[config.mk]
export PLATFORM = sky130hd
export DESIGN_NAME = latch573_bus_ctrl
export DESIGN_NICKNAME = d
export VERILOG_FILES = /design/src/rtl/latch573_bus_ctrl.sv
export SDC_FILE = /design/constraint.sdc
export NUM_CORES = 1
export LEC_CHECK = 0
export BUFFER_PORTS_ARGS = -buffer_cell sky130_fd_sc_hd__buf_2
export CORE_ASPECT_RATIO = 1.4
export CORE_UTILIZATION = 55
export CTS_CLUSTER_DIAMETER = 30
export DETAILED_ROUTE_END_ITERATION = 8
export PLACE_DENSITY_LB_ADDON = 0.15
export SETUP_SLACK_MARGIN = 0.02
export SYNTH_ARGS = -nofsm -noshare
export SYNTH_HDL_FRONTEND = slang
export SYNTH_SLANG_ARGS = --single-unit
[constraint.sdc]
create_clock -name clk -period 3.5 [get_ports clk]
set_input_delay 0.7 -clock clk [delete_from_list [all_inputs] [get_ports clk]]
set_output_delay 0.7 -clock clk [all_outputs]
set_load 0.02 [all_outputs]
[src/rtl/latch573_bus_ctrl.sv]
// latch573_bus_ctrl
// Round-robin write sequencer for a bank of 74HC573-style transparent latches
// sharing one 8-bit bus. Each accepted write runs SETUP -> STROBE -> HOLD,
// pulsing LE only for the addressed latch, and nOE tracks which latches
// have ever been written.
module latch573_bus_ctrl #(
    parameter int NUM_LATCH    = 4,
    parameter int SETUP_CYCLES = 1,
    parameter int LE_CYCLES    = 2,
    parameter int HOLD_CYCLES  = 1
) (
    input  logic                 clk,
    input  logic                 rst,
    input  logic [1:0]           req,
    input  logic [3:0]           addr0,
    input  logic [7:0]           data0,
    input  logic [3:0]           addr1,
    input  logic [7:0]           data1,
    input  logic                 oe_en,
    output logic [1:0]           ack,
    output logic                 err,
    output logic                 busy,
    output logic [7:0]           bus_d,
    output logic [NUM_LATCH-1:0] le,
    output logic [NUM_LATCH-1:0] n_oe
);

    typedef enum logic [1:0] {
        S_IDLE,
        S_SETUP,
        S_STROBE,
        S_HOLD
    } state_t;

    // Phase counters hold "cycles spent so far"; each phase ends on its last count.
    localparam logic [7:0] SETUP_LAST = 8'(SETUP_CYCLES - 1);
    localparam logic [7:0] LE_LAST    = 8'(LE_CYCLES - 1);
    localparam logic [7:0] HOLD_LAST  = 8'(HOLD_CYCLES - 1);

    state_t               r_state;
    logic [7:0]           r_cnt;
    logic [3:0]           r_addr;
    logic [7:0]           r_bus_d;
    logic [1:0]           r_ack;
    logic                 r_err;
    logic                 r_busy;
    logic [NUM_LATCH-1:0] r_le;
    logic [NUM_LATCH-1:0] r_written;
    logic [NUM_LATCH-1:0] r_n_oe;
    logic                 r_rr_last;

    logic                 w_grant;
    logic [3:0]           w_addr;
    logic [7:0]           w_data;

    // An index past the bank decodes to all zeros, so out-of-range writes
    // never strobe a latch and never mark one as written.
    function automatic logic [NUM_LATCH-1:0] le_decode(input logic [3:0] a);
        logic [NUM_LATCH-1:0] v;
        v = '0;
        for (int i = 0; i < NUM_LATCH; i++) begin
            if (int'(a) == i) begin
                v[i] = 1'b1;
            end
        end
        return v;
    endfunction

    function automatic logic addr_in_range(input logic [3:0] a);
        return int'(a) < NUM_LATCH;
    endfunction

    // Round-robin pick: a lone request wins; on a tie the one not served last wins.
    always_comb begin
        w_grant = 1'b0;
        if (req == 2'b11) begin
            w_grant = ~r_rr_last;
        end else begin
            w_grant = req[1];
        end
        w_addr = w_grant ? addr1 : addr0;
        w_data = w_grant ? data1 : data0;
    end

    // Write sequencer: accept, drive bus, strobe LE, hold, return to idle.
    always_ff @(posedge clk or posedge rst) begin
        if (rst) begin
            r_state   <= S_IDLE;
            r_cnt     <= 8'd0;
            r_addr    <= 4'd0;
            r_bus_d   <= 8'd0;
            r_ack     <= 2'b00;
            r_err     <= 1'b0;
            r_busy    <= 1'b0;
            r_le      <= '0;
            r_written <= '0;
            r_rr_last <= 1'b1;
        end else begin
            r_ack <= 2'b00;
            r_err <= 1'b0;
            case (r_state)
                S_IDLE: begin
                    if (req != 2'b00) begin
                        r_ack     <= w_grant ? 2'b10 : 2'b01;
                        r_err     <= ~addr_in_range(w_addr);
                        r_rr_last <= w_grant;
                        r_addr    <= w_addr;
                        r_bus_d   <= w_data;
                        r_busy    <= 1'b1;
                        r_cnt     <= 8'd0;
                        r_state   <= S_SETUP;
                    end
                end
                S_SETUP: begin
                    if (r_cnt == SETUP_LAST) begin
                        r_cnt   <= 8'd0;
                        r_le    <= le_decode(r_addr);
                        r_state <= S_STROBE;
                    end else begin
                        r_cnt <= r_cnt + 8'd1;
                    end
                end
                S_STROBE: begin
                    if (r_cnt == LE_LAST) begin
                        r_cnt     <= 8'd0;
                        r_le      <= '0;
                        r_written <= r_written | le_decode(r_addr);
                        r_state   <= S_HOLD;
                    end else begin
                        r_cnt <= r_cnt + 8'd1;
                    end
                end
                S_HOLD: begin
                    if (r_cnt == HOLD_LAST) begin
                        r_cnt   <= 8'd0;
                        r_busy  <= 1'b0;
                        r_state <= S_IDLE;
                    end else begin
                        r_cnt <= r_cnt + 8'd1;
                    end
                end
                default: begin
                    r_le    <= '0;
                    r_busy  <= 1'b0;
                    r_state <= S_IDLE;
                end
            endcase
        end
    end

    // Output enables: only latches that hold a written value may drive their pins.
    always_ff @(posedge clk or posedge rst) begin
        if (rst) begin
            r_n_oe <= '1;
        end else begin
            r_n_oe <= ~({NUM_LATCH{oe_en}} & r_written);
        end
    end

    assign ack   = r_ack;
    assign err   = r_err;
    assign busy  = r_busy;
    assign bus_d = r_bus_d;
    assign le    = r_le;
    assign n_oe  = r_n_oe;

endmodule

* Word-level counts from Yosys, hierarchy flattened
Cells that the tools add are included.
** Storage, ports and cells
- Register bits :: 39
- Bits in latches :: 0
- Memory bits (writable) :: 0
- Bits in read-only memories :: 0
- Input port bits :: 29
- Output and inout port bits :: 20
- Logic and storage cells :: 77
- Memories kept :: 0
** Operators by class
- Add/subtract/negate cells :: 1
- Multiply operators :: 0
- Divide/modulo/power cells :: 0
- $lt $le $gt $ge :: 1
- Equality and inequality tests :: 12
- Shift-type cells :: 0
- Mux-type cells :: 35
- Bitwise operators :: 5
- Reduce and logical (&&, ||, !) cells :: 12
** Operators with widths (number)
- 2-to-1 mux 8 bit :: 4
- case mux 8 bit (3 select lines) :: 1
- 2-to-1 mux 1 bit :: 17
- 2-to-1 mux 2 bit :: 7
- 2-to-1 mux 4 bit :: 3
- adder 8 x 1 -> 8 bit (second input constant) :: 1
- == test 4 x 3 -> 1 bit (second input constant) :: 2
- == test 8 x 1 -> 1 bit (second input constant) :: 1
- logical NOT 8 bit :: 1
- != test 2 bit (second input constant) :: 4
- case mux 2 bit (4 select lines) :: 1
- case mux 4 bit (2 select lines) :: 1
- == test 2 bit (second input constant) :: 3
- AND reduction 3 bit :: 2
- nonzero test 2 bit :: 3
- bitwise AND 4 bit :: 1
- == test 4 x 2 -> 1 bit (second input constant) :: 1
- logical NOT 4 bit :: 1
- < comparator 4 x 3 -> 1 bit (second input constant) :: 1
- NOT 4 bit :: 1
- bitwise OR 4 bit :: 1
- AND reduction 2 bit :: 2
- AND reduction 4 bit :: 1
- == test 2 x 1 -> 1 bit (second input constant) :: 1
- 4 further kinds :: 5

* Logic depth before layout (Yosys ltp)
- Depth after elaboration :: 7
- Mapped depth :: 7

* Least setup slack after synthesis
OpenSTA, ideal clock, no wires.
- Kind :: register -> register
- From :: reg r_state[0]
- To :: reg r_cnt[6]
- Arrival time :: 1707 ps
- Required time :: 3396 ps
- Path slack :: 1689 ps
- Cell stages (with the launch flop) :: 7
- Path buffers :: 0
- Period minus slack after synthesis :: 1811 ps
- Cell sequence :: dfrtp_1 -> inv_1 -> ha_1 -> inv_1 -> a311oi_1 -> o21ai_0 -> o311ai_1
** On the way
- Word-level cells in the longest chain between the ends :: 3
** RTL lines
- start, declared :: line 40 : state_t r_state;
- start signal, assigned :: line 88 : r_state <= S_IDLE;
- start signal, assigned :: line 111 : r_state <= S_SETUP;
- start signal, assigned :: line 118 : r_state <= S_STROBE;
- == test 2 bit / == test 2 x 1 -> 1 bit (equally long branches) :: line 101 : case (r_state)
- OR reduction 2 bit (no source line)
- case mux 8 bit (3 select lines) :: line 101
- end signal, assigned :: line 120 : r_cnt <= r_cnt + 8'd1;
- end signal, assigned :: line 130 : r_cnt <= r_cnt + 8'd1;
- end signal, assigned :: line 139 : r_cnt <= r_cnt + 8'd1;
- end, declared :: line 41 : logic [7:0] r_cnt;
Several ways; a longest one is shown, not always the timed one.
A chain may end at the register's enable or synchronous reset.

* Final worst setup path
- From :: reg r_state[0]
- To :: reg r_cnt[2]
The elaborated chain is that of the path after synthesis.

==> results by group <==
Outcome
  • Outcome: finished clean

Synth
  • Mapped Nets: 215
  • Distinct cell type count of the synthesized netlist: 37
  • Synth warnings: 0
  • Share of the synthesized area in the top cell type: 45.36%
  • Largest area contributor in the netlist: dfrtp_1
  • Top cells by area, synth: dfrtp_1 45%, dfstp_2 7.0%, ha_1 5.3%
  • Synthesized area: 0.001876 sq mm
  • Synth Area per Inst: 10.54 sq um
  • Flops & latches, synth: 39
  • Post-Synthesis Cells: 178
  • Seq/Total Area, Yosys: 52.37%

Floorplanning
  • Starting Density: 58.92%
  • CORE AREA: 0.003183 sq mm
  • # rows: 24
  • Full die area: 0.003651 sq mm
  • Die H: 71.10 um
  • # IOs: 49
  • Die width: 51.36 um

Global routing
  • GR Util All Layers: 24.98%
  • First-pass GRT wire length: 6.762 mm
  • Vias in the first global route: 1563
  • Largest net degree at the start of global routing: 40
  • Initial antenna violation count: 0
  • Congestion Overflow GR: 0

Drt
  • Routed WL per cell: 14.52 um
  • Final WL: 3.950 mm
  • DRC Markers: 0
  • DR pass1 iterations: 4
  • Final antenna-violating net count: 0
  • Initial drt markers: 47
  • Via-to-Cell Ratio: 5.577
  • Vias: 1517

Layout
  • Diodes inserted: 0
  • Fin util: 70.87%
  • Fraction of layout cells with a size suffix above 1: 30.47%
  • Fillers: 254
  • Layout Nets: 269
  • Synth-to-Final Area Change: 20.28%
  • Final Non-Filler Cells: 272

Clocking
  • H-tree levels: 2
  • CTS Buf Count: 5
  • CTS Sinks: 39
  • Clk slew on worst S/H paths: 0.08 ns
  • Post-CTS Resized: 0
  • CTS tree: built
  • CTS Hold Bufs: 0
  • Insertion delay to the later sink of the worst-skew pair: 0.30 ns
  • Max clock buf depth: 2
  • Clock Tree Root: clkbuf_8
  • Post-CTS Setup Inserts: 0

STA
  • Peak Freq: 451.4 MHz
  • RSZ-0062 raised after global routing: no
  • Min Tclk post-route: 2.215 ns
  • Slew HR: 44.67%
  • Final worst-path cycle share: 63.29%
  • Final WS setup: 1.285 ns
  • Setup-failing EPs final: 0
  • Setup TNS: 0 ns
  • Skew final: 0.006261 ns
  • Final hold violations: 0
  • Slew of the pin with the lowest slew margin: 0.8244 ns
  • Fin. max-slew vios: 0

Critical path
  • Setup CP Type: reg2reg
  • Setup crit end kind: flop
  • CP Data Arrival Time: 2.41 ns
  • Critical Path Source Type: flop
  • CP max FO: 6
  • Required time of the critical path: 3.69 ns
  • Worst reg2reg path depth: 6

Placement
  • Port Buf Inserts: 48
  • Hpwl dp: 2.889 mm
  • GPL Wtd Cong: 0.8032
  • Placement Setup Slack: 1.203 ns
  • Placed Cells: 264

Power
  • Static leakage: 1.146 nW
  • Peak supply drop: 0.2903 mV
  • Design Power: 0.7797 mW
  • Pwr/cell area: 345.6 mW/mm^2

Worst hold path
  • Hold depth: 1
  • Worst hold path class: reg2reg

Job
  • Max_cap viols: 0
## final timing paths
kind | slack, ns | startpoint | to
setup / recovery | 1.28 | r_state[0]$_DFFE_PP0P_ | r_cnt[2]$_DFFE_PP0N_
hold / removal | 0.40 | r_written[0]$_DFFE_PP0P_ | n_oe[0]$_DFF_PP1_
setup reg to reg | 1.28 | r_state[0]$_DFFE_PP0P_ | r_cnt[2]$_DFFE_PP0N_
hold reg to reg | 0.40 | r_written[0]$_DFFE_PP0P_ | n_oe[0]$_DFF_PP1_
max in group asynchronous | 2.64 | rst | r_rr_last$_DFFE_PP1P_
min in group asynchronous | 0.50 | rst | r_written[2]$_DFFE_PP0P_
## cells in the final DEF, fill, tap and decap left out, types with 2 or more instances in the layout
cell type / instances
dfrtp_1: 34
nor3_1: 5
buf_4: 4
inv_1: 15
o22ai_1: 2
o211ai_1: 2
clkbuf_8: 5
nand2_1: 23
nor3b_1: 2
o41ai_1: 2
a211oi_2: 2
dfstp_2: 5
clkbuf_1: 2
a311oi_1: 2
o21ai_0: 12
a222oi_1: 4
xnor2_1: 3
mux2_2: 5
buf_2: 48
a21oi_1: 4
mux2i_1: 10
o311ai_1: 2
nor2_1: 11
nand3_1: 6
ha_1: 8
## logic make-up after synthesis
group	after synthesis	share of synthesized area, %
AO/OA/AOI/OAI	39	14.61
XOR/XNOR	3	1.401
adder cells (fa/ha/maj)	8	5.337
buffers and inverters	20	4.069
flip-flops	39	52.37
multiplexers	15	8.339
AND/OR/NAND/NOR	54	13.88
## per-layer routing
metal	wire length [um]	share of wire, %	vias to the layer above	GRT usage, %
li1	-	-	737	-
met1	1488	38	712	27.48
met2	2194	56	58	44.01
met3	177	4.5	10	6.237
met4	90	2.3	0	11.71
met5	0	0	-	0
## sequential cells by signal (all words and copies together) (netlist names)
name and count:
bus_d 8, r_cnt 8, le 4, n_oe 4, r_addr 4, r_written 4, ack 2, r_state 2
busy 1, err 1, r_rr_last 1
## final cells by class
cell class	instances	area (sq um)	area share, %
inverters	15	56.30	2.496
flip-flops and latches	39	982.2	43.54
well taps	39	48.80	2.163
repair buffers	52	270.3	11.98
multi-input cells	119	817.0	36.22
clock inverters	1	5.005	0.2219
clock buffers	7	76.32	3.383
## synth_stat cells
| cell type | count |
|---|---|
| nor4bb_1 | 1 |
| nor4_4 | 1 |
| or3_1 | 1 |
| and2_1 | 1 |
| dfrtp_1 | 34 |
| o21ai_1 | 1 |
| a21boi_0 | 1 |
| dfstp_2 | 5 |
| a211oi_2 | 2 |
| buf_2 | 1 |
| o21bai_1 | 1 |
| o21ai_0 | 12 |
| ha_1 | 8 |
| nand2_1 | 23 |
| mux2i_1 | 10 |
| a31oi_1 | 1 |
| a21o_1 | 1 |
| a311oi_1 | 2 |
| o211ai_1 | 2 |
| clkbuf_1 | 4 |
| o311ai_1 | 2 |
| xnor2_1 | 3 |
| nand4_1 | 1 |
| nor2_1 | 11 |
| a211oi_1 | 1 |
| a222oi_1 | 4 |
| nand3_1 | 6 |
| nor2b_1 | 1 |
| nor3b_1 | 2 |
| inv_1 | 15 |
| mux2_2 | 5 |
| nor3_1 | 5 |
| and3_1 | 1 |
| o41ai_1 | 2 |
| a21oi_1 | 4 |
| o22ai_1 | 2 |
| o31ai_1 | 1 |
## critical path: stages, from the launching register on
cell	delay [ns]
dfrtp_1	0.41
inv_1	0.13
ha_1	0.30
inv_1	0.17
a311oi_1	0.56
nor2_1	0.25
o311ai_1	0.28
## stage by stage
| step | hold slack (ns) | instance area, sq um |
|---|---|---|
| after floorplan | 0.3690 | 1876 |
| after CTS | 0.3999 | 2256 |
| after global routing | 0.4090 | 2256 |
| after global placement | 0.3792 | 2175 |
| final | 0.3978 | 2256 |
| after detailed placement | 0.3886 | 2175 |
## power by group
| group | total, mW | switching, mW | internal [mW] |
|---|---|---|---|
| clock network | 0.292 | 0.152 | 0.140 |
| logic | 0.0369 | 0.0195 | 0.0175 |
| registers | 0.451 | 0 | 0.451 |
(Power assumes the default switching activity.)
